===== src/rtl/dmem_arbiter_pkg.sv =====
// Shared definitions for the data-memory arbiter.
// States, lane constants and the byte-lane merge helper.
package dmem_arb_defs;

    typedef enum logic [1:0] {
        IDLE   = 2'd0,
        ACCESS = 2'd1,
        RMW_WR = 2'd2,
        RESP   = 2'd3
    } state_t;

    localparam int          LANES   = 4;
    localparam logic [3:0]  BE_FULL = 4'hF;

    // Per lane: enabled lanes take store data, others keep memory data
    function automatic logic [31:0] be_merge(
        input logic [31:0] wd,
        input logic [31:0] rd,
        input logic [3:0]  be
    );
        logic [31:0] res;
        res = rd;
        for (int i = 0; i < LANES; i++) begin
            if (be[i]) res[8*i +: 8] = wd[8*i +: 8];
        end
        return res;
    endfunction

endpackage


===== src/rtl/dmem_arbiter_if.sv =====
// Requester and memory-side bundles for the data-memory arbiter.
// master = side that drives the request / memory command.
interface dmem_req_if #(
    parameter int ADDR_W = 32,
    parameter int DATA_W = 32
);
    logic              req;
    logic              we;
    logic [ADDR_W-1:0] addr;
    logic [DATA_W-1:0] wdata;
    logic [3:0]        be;
    logic              gnt;
    logic              rvalid;
    logic [DATA_W-1:0] rdata;
    logic              err;

    modport master (
        output req, we, addr, wdata, be,
        input  gnt, rvalid, rdata, err
    );
    modport slave (
        input  req, we, addr, wdata, be,
        output gnt, rvalid, rdata, err
    );
endinterface

interface dmem_mem_if #(
    parameter int ADDR_W = 32,
    parameter int DATA_W = 32
);
    logic              we;
    logic [ADDR_W-1:0] a;
    logic [DATA_W-1:0] wd;
    logic [DATA_W-1:0] rd;

    modport master (output we, a, wd, input rd);
    modport slave  (input we, a, wd, output rd);
endinterface


===== src/rtl/dmem_rr_arb2.sv =====
// Two-input round-robin arbiter with a registered priority pointer.
// Pointer moves to the loser of each issued grant.
module dmem_rr_arb2 #(
    parameter int RESET_PRIO = 0
) (
    input  logic       clk,
    input  logic       rst,
    input  logic [1:0] req,
    input  logic       enable,
    input  logic       advance,
    output logic [1:0] gnt,
    output logic       ptr
);

    // Lone request wins outright; a tie goes to the pointer
    always_comb begin
        gnt = 2'b00;
        if (enable) begin
            if (req == 2'b11) gnt = ptr ? 2'b10 : 2'b01;
            else              gnt = req;
        end
    end

    // Favour the other requester after every grant
    always_ff @(posedge clk or posedge rst) begin
        if (rst)          ptr <= (RESET_PRIO != 0);
        else if (advance) ptr <= gnt[0];
    end

endmodule


===== src/rtl/dmem_arbiter.sv =====
// Shares the single-port data memory between two requesters.
// Optional: DMEM_ARB_ALIGN_CHK_EN enables misaligned-access errors.
module dmem_arbiter
    import dmem_arb_defs::*;
#(
    parameter int ADDR_W     = 32,
    parameter int DATA_W     = 32,
    parameter int RESET_PRIO = 0
) (
    input  logic        clk,
    input  logic        rst,
    dmem_req_if.slave   m0,
    dmem_req_if.slave   m1,
    dmem_mem_if.master  mem
);

    state_t            state_q, state_d;
    logic [1:0]        gnt;
    logic              ptr;
    logic              grant_en;
    logic              sel;
    logic              req_we;
    logic [ADDR_W-1:0] req_addr;
    logic [DATA_W-1:0] req_wdata;
    logic [3:0]        req_be;
    logic              req_err;

    logic              lat_id;
    logic              lat_we;
    logic [ADDR_W-1:0] lat_addr;
    logic [DATA_W-1:0] lat_wdata;
    logic [3:0]        lat_be;
    logic              lat_err;
    logic [DATA_W-1:0] dreg;

    logic              rvalid0, rvalid1;
    logic [DATA_W-1:0] rdata_o;

    assign grant_en = !rst && (state_q == IDLE || state_q == RESP);

    dmem_rr_arb2 #(.RESET_PRIO(RESET_PRIO)) u_arb (
        .clk     (clk),
        .rst     (rst),
        .req     ({m1.req, m0.req}),
        .enable  (grant_en),
        .advance (|gnt),
        .gnt     (gnt),
        .ptr     (ptr)
    );

    assign m0.gnt    = gnt[0];
    assign m1.gnt    = gnt[1];
    assign sel       = gnt[1];
    assign req_we    = sel ? m1.we    : m0.we;
    assign req_addr  = sel ? m1.addr  : m0.addr;
    assign req_wdata = sel ? m1.wdata : m0.wdata;
    assign req_be    = sel ? m1.be    : m0.be;

`ifdef DMEM_ARB_ALIGN_CHK_EN
    assign req_err = (req_addr[1:0] != 2'b00) &&
                     (!req_we || req_be != BE_FULL);
`else
    assign req_err = 1'b0;
`endif

    // State register
    always_ff @(posedge clk or posedge rst) begin
        if (rst) state_q <= IDLE;
        else     state_q <= state_d;
    end

    // Latch the winning request when its grant issues
    always_ff @(posedge clk or posedge rst) begin
        if (rst) begin
            lat_id    <= 1'b0;
            lat_we    <= 1'b0;
            lat_addr  <= '0;
            lat_wdata <= '0;
            lat_be    <= '0;
            lat_err   <= 1'b0;
        end else if (|gnt) begin
            lat_id    <= sel;
            lat_we    <= req_we;
            lat_addr  <= req_addr;
            lat_wdata <= req_wdata;
            lat_be    <= req_be;
            lat_err   <= req_err;
        end
    end

    // Capture load data or the merged word for a partial store
    always_ff @(posedge clk or posedge rst) begin
        if (rst) begin
            dreg <= '0;
        end else if (state_q == ACCESS) begin
            if (lat_err)     dreg <= '0;
            else if (!lat_we) dreg <= mem.rd;
            else             dreg <= be_merge(lat_wdata, mem.rd, lat_be);
        end
    end

    // Next state and registered-state-decoded outputs
    always_comb begin
        state_d = state_q;
        mem.we  = 1'b0;
        mem.a   = '0;
        mem.wd  = '0;
        rvalid0 = 1'b0;
        rvalid1 = 1'b0;
        rdata_o = '0;
        unique case (state_q)
            IDLE: begin
                if (|gnt) state_d = ACCESS;
            end
            ACCESS: begin
                mem.a = lat_addr;
                if (lat_err || !lat_we ||
                    lat_be == BE_FULL || lat_be == 4'h0) begin
                    state_d = RESP;
                end else begin
                    state_d = RMW_WR;
                end
                if (!lat_err && lat_we && lat_be == BE_FULL) begin
                    mem.we = 1'b1;
                    mem.wd = lat_wdata;
                end
            end
            RMW_WR: begin
                mem.a   = lat_addr;
                mem.we  = 1'b1;
                mem.wd  = dreg;
                state_d = RESP;
            end
            RESP: begin
                rvalid0 = !lat_id;
                rvalid1 = lat_id;
                rdata_o = lat_we ? '0 : dreg;
                state_d = (|gnt) ? ACCESS : IDLE;
            end
            default: state_d = IDLE;
        endcase
    end

    assign m0.rvalid = rvalid0;
    assign m1.rvalid = rvalid1;
    assign m0.rdata  = rvalid0 ? rdata_o : '0;
    assign m1.rdata  = rvalid1 ? rdata_o : '0;
    assign m0.err    = rvalid0 & lat_err;
    assign m1.err    = rvalid1 & lat_err;

endmodule


===== src/flat_wrapper.sv =====
// flat-port wrapper written by rule: the top's interface ports become plain ports
module dmem_arbiter_flat import dmem_arb_defs::*;
#(
    parameter int ADDR_W     = 32,
    parameter int DATA_W     = 32,
    parameter int RESET_PRIO = 0
)
  (clk, rst, m0_req, m0_we, m0_addr, m0_wdata, m0_be, m0_gnt, m0_rvalid, m0_rdata, m0_err, m1_req, m1_we, m1_addr, m1_wdata, m1_be, m1_gnt, m1_rvalid, m1_rdata, m1_err, mem_we, mem_a, mem_wd, mem_rd);
  dmem_req_if #(.ADDR_W(ADDR_W), .DATA_W(DATA_W)) m0_i ();
  dmem_req_if #(.ADDR_W(ADDR_W), .DATA_W(DATA_W)) m1_i ();
  dmem_mem_if #(.ADDR_W(ADDR_W), .DATA_W(DATA_W)) mem_i ();
  input  logic clk;
  input  logic rst;
  input wire logic [$bits(m0_i.req)-1:0] m0_req;
  input wire logic [$bits(m0_i.we)-1:0] m0_we;
  input wire logic [$bits(m0_i.addr)-1:0] m0_addr;
  input wire logic [$bits(m0_i.wdata)-1:0] m0_wdata;
  input wire logic [$bits(m0_i.be)-1:0] m0_be;
  output wire logic [$bits(m0_i.gnt)-1:0] m0_gnt;
  output wire logic [$bits(m0_i.rvalid)-1:0] m0_rvalid;
  output wire logic [$bits(m0_i.rdata)-1:0] m0_rdata;
  output wire logic [$bits(m0_i.err)-1:0] m0_err;
  input wire logic [$bits(m1_i.req)-1:0] m1_req;
  input wire logic [$bits(m1_i.we)-1:0] m1_we;
  input wire logic [$bits(m1_i.addr)-1:0] m1_addr;
  input wire logic [$bits(m1_i.wdata)-1:0] m1_wdata;
  input wire logic [$bits(m1_i.be)-1:0] m1_be;
  output wire logic [$bits(m1_i.gnt)-1:0] m1_gnt;
  output wire logic [$bits(m1_i.rvalid)-1:0] m1_rvalid;
  output wire logic [$bits(m1_i.rdata)-1:0] m1_rdata;
  output wire logic [$bits(m1_i.err)-1:0] m1_err;
  output wire logic [$bits(mem_i.we)-1:0] mem_we;
  output wire logic [$bits(mem_i.a)-1:0] mem_a;
  output wire logic [$bits(mem_i.wd)-1:0] mem_wd;
  input wire logic [$bits(mem_i.rd)-1:0] mem_rd;
  assign m0_i.req = m0_req;
  assign m0_i.we = m0_we;
  assign m0_i.addr = m0_addr;
  assign m0_i.wdata = m0_wdata;
  assign m0_i.be = m0_be;
  assign m0_gnt = m0_i.gnt;
  assign m0_rvalid = m0_i.rvalid;
  assign m0_rdata = m0_i.rdata;
  assign m0_err = m0_i.err;
  assign m1_i.req = m1_req;
  assign m1_i.we = m1_we;
  assign m1_i.addr = m1_addr;
  assign m1_i.wdata = m1_wdata;
  assign m1_i.be = m1_be;
  assign m1_gnt = m1_i.gnt;
  assign m1_rvalid = m1_i.rvalid;
  assign m1_rdata = m1_i.rdata;
  assign m1_err = m1_i.err;
  assign mem_we = mem_i.we;
  assign mem_a = mem_i.a;
  assign mem_wd = mem_i.wd;
  assign mem_i.rd = mem_rd;
  dmem_arbiter #(.ADDR_W(ADDR_W), .DATA_W(DATA_W), .RESET_PRIO(RESET_PRIO)) u_core (.clk(clk), .rst(rst), .m0(m0_i), .m1(m1_i), .mem(mem_i));
endmodule

===== config.mk =====
export PLATFORM = sky130hd
export DESIGN_NAME = dmem_arbiter_flat
export DESIGN_NICKNAME = d
export VERILOG_FILES = /design/src/rtl/dmem_arbiter_pkg.sv /design/src/rtl/dmem_arbiter_if.sv /design/src/rtl/dmem_rr_arb2.sv /design/src/rtl/dmem_arbiter.sv /design/src/flat_wrapper.sv
export SDC_FILE = /design/constraint.sdc
export NUM_CORES = 1
export LEC_CHECK = 0
export ABC_AREA = 1
export CORE_ASPECT_RATIO = 1.2
export CORE_MARGIN = 10
export CORE_UTILIZATION = 45
export DETAILED_ROUTE_END_ITERATION = 16
export DONT_BUFFER_PORTS = 1
export SYNTH_ARGS = -nofsm -noshare
export SYNTH_HDL_FRONTEND = slang
export SYNTH_SLANG_ARGS = --single-unit
export TNS_END_PERCENT = 100

===== constraint.sdc =====
create_clock -name clk -period 4.4 [get_ports clk]
set_clock_uncertainty 0.15 [all_clocks]
set_input_delay 0.88 -clock clk [delete_from_list [all_inputs] [get_ports clk]]
set_output_delay 0.88 -clock clk [all_outputs]
set_load 0.005 [all_outputs]

==> impl_metrics.json <==
{
  "drtAntennaViolNets": 0,
  "max_freq_ghz": 0.3104,
  "fin_crit_sh_pct": 73.21,
  "ctsHoldBuffers": 0,
  "synth_cells": 884,
  "end_kind": "output pin",
  "relSlewSlack_pct": 32.52,
  "grt_max_degree": 66,
  "dp_hpwl_um": 15860,
  "pre_cts_ws_ns": 1.502,
  "worstSetupStartpointType": "flop",
  "start_util_pct": 45.96,
  "core_area_um2": 13240,
  "status": "finished clean",
  "ys_types": 23,
  "tns_ns": 0,
  "insertedDiodeCount": 0,
  "ir_worst_vdd_v": 0.0003594,
  "crit_slowest_cell": "inv_2",
  "cts.sinks": 105,
  "dieArea_um2": 18590,
  "fp.dieW_um": 126.2,
  "first_global_vias": 5804,
  "grt_use_total_pct": 21.64,
  "powerDensity_nw_per_um2": 782.3,
  "cp_num_buf_inv": 3,
  "worstSetupPathType": "reg2out",
  "yosysWarnings": 0,
  "numCtsBuffers": 9,
  "io-pin-count": 309,
  "overflow": 0,
  "crit_family": "buffers and inverters",
  "multi_input_area_um2": 2988,
  "cp_max_fo": 36,
  "power.static_leakage_uw": 0.003107,
  "drc": 0,
  "first_iter_violations": 400,
  "cts_repair_resize_count": 0,
  "nFillCells": 1363,
  "clk_pin_slew_ns": 0.07,
  "tightest_slew_ns": 1.011,
  "setup_violations": 0,
  "grt_setup_unrepaired": "false",
  "gp_congestion": 0.8451,
  "hold_viol_final": 0,
  "syn_avg_cell_area_um2": 6.883,
  "post-route-min-period_ns": 3.221,
  "fp.dieH_um": 147.4,
  "drt-pass1-iter-count": 5,
  "arrival_ns": 2.19,
  "post-cts-setup-buffer-count": 0,
  "required_ns": 3.37,
  "insertion_delay_ns": 0.34,
  "layout_setup_ws_ns": 1.179,
  "ys_seq_area_share_pct": 43.18,
  "grt_first_pass_wirelength_um": 32540,
  "maxSlewViolCount": 0,
  "drt-wirelength-per-cell_um": 20.68,
  "crit_chain": "inv_1 -> ha_1 -> buf_4 -> nor2_8 -> nand3_4 -> inv_2",
  "cts_tree": "yes",
  "vias": 5726,
  "syn_area_um2": 6085,
  "wirelength_um": 21010,
  "row_count": 46,
  "antenna_found_initial": 0,
  "htreeDepth": 3,
  "port_buffers": 0,
  "finalNetCount": 1022,
  "yosys_register_bits": 105,
  "worstHoldPathType": "in2async",
  "maxCapViolCount": 0,
  "routed_via_density": 5.636,
  "syn_to_final_growth_pct": 5.347,
  "cts_max_path_buffers": 2,
  "cpPeakStageDelay_ns": 0.47,
  "root_buffer": "clkbuf_16",
  "drive_above_1_share_pct": 7.193,
  "seq_area_um2": 2629
}
[metal layers]
metal	up-vias	share of wire, %	global-route usage [%]	wire, um
li1	2717	-	-	-
met1	2674	40	26.27	8349
met2	305	48	35.32	10130
met3	30	9.2	7.084	1935
met4	0	2.8	7.298	591
met5	-	0	0	0
[state kept, by name (all words and copies together), names as in the netlist]
| signal | cells |
|---|---|
| u_core.lat_wdata | 32 |
| u_core.dreg | 32 |
| u_core.lat_we | 1 |
| u_core.lat_addr | 32 |
| u_core.u_arb.ptr | 1 |
| u_core.lat_be | 4 |
| u_core.state_q | 2 |
| u_core.lat_id | 1 |
[stage by stage]
stage	hold slack, ns	std cells	util, %	power (uW)	instance area, um2
final	0.3236	1016	48.42	5015	6410
after floorplan	0.3020	885	-	3623	6088
after CTS	0.3412	1016	48.42	5078	6410
after global placement	0.3170	1000	46.02	4147	6092
after detailed placement	0.3237	1000	46.02	4217	6092
after global routing	0.3572	1016	48.42	5478	6410
[synthesized netlist by cell type]
| cell | n | area share, % |
|---|---|---|
| nand2_2 | 11 | 1.1 |
| inv_1 | 41 | 2.5 |
| buf_1 | 9 | 0.56 |
| o21ai_0 | 2 | 0.16 |
| dfrtp_1 | 105 | 43 |
| nand3_2 | 10 | 1.6 |
| nand4_1 | 1 | 0.10 |
| a31oi_1 | 32 | 3.3 |
| nor2_2 | 1 | 0.10 |
| buf_2 | 28 | 2.3 |
| buf_6 | 3 | 0.56 |
| nand2_1 | 341 | 21 |
| a21oi_1 | 34 | 2.8 |
| ha_1 | 5 | 1.0 |
| buf_4 | 2 | 0.25 |
| nand3_1 | 126 | 10 |
| clkbuf_1 | 24 | 1.5 |
| or2_2 | 1 | 0.10 |
| inv_2 | 3 | 0.19 |
| conb_1 | 1 | 0.062 |
| nor2_1 | 101 | 6.2 |
| nor2_8 | 1 | 0.33 |
| nand3_4 | 2 | 0.58 |
[worst paths after layout]
path                                           from                  end  slack [ns]  cells past startpoint
worst max-delay path              u_core.state_q[0]               m0_gnt        1.18                      6
worst min-delay path                            rst  u_core.lat_addr[17]        0.32                      1
worst max register to register    u_core.state_q[0]  u_core.lat_addr[11]        1.60                      9
worst min register to register  u_core.lat_addr[19]  u_core.lat_addr[19]        0.34                      2
max in group asynchronous                       rst        u_core.lat_we        2.88                      2
min in group clk                u_core.lat_addr[19]  u_core.lat_addr[19]        0.34                      2
[area by class of cell]
| class | instances | share of cell area, % |
|---|---|---|
| flip-flops and latches | 105 | 41.01 |
| multi-input cells | 670 | 46.61 |
| clock inverters | 3 | 0.7418 |
| repair buffers | 13 | 1.523 |
| clock buffers | 13 | 4.216 |
| well taps | 168 | 3.279 |
| inverters | 44 | 2.616 |
[kinds of logic after synthesis]
kind of cell / share of synthesized area, %
AO/OA/AOI/OAI: 6.251
buffers and inverters: 7.855
flip-flops: 43.18
AND/OR/NAND/NOR: 41.62
adder cells (fa/ha/maj): 1.028
other: 0.06163
[layout by cell type, fill, tap and decap left out, drive strengths merged]
cell type  instances
o21ai              2
buf               13
nand2            352
conb               2
nor2             103
nand3            138
dfrtp            105
a21oi             34
a31oi             32
ha                 5
inv               44
bufinv             1
nand4              1
or2                1
clkinv             2
clkbuf            13
[report_power, final]
group | leakage (uW) | internal [uW] | switching (uW)
clock network | 0.000156 | 491 | 358
logic | 0.00170 | 662 | 1570
registers | 0.00125 | 1450 | 487
total | 0.00311 | 2600 | 2420
(Power assumes the default switching activity.)
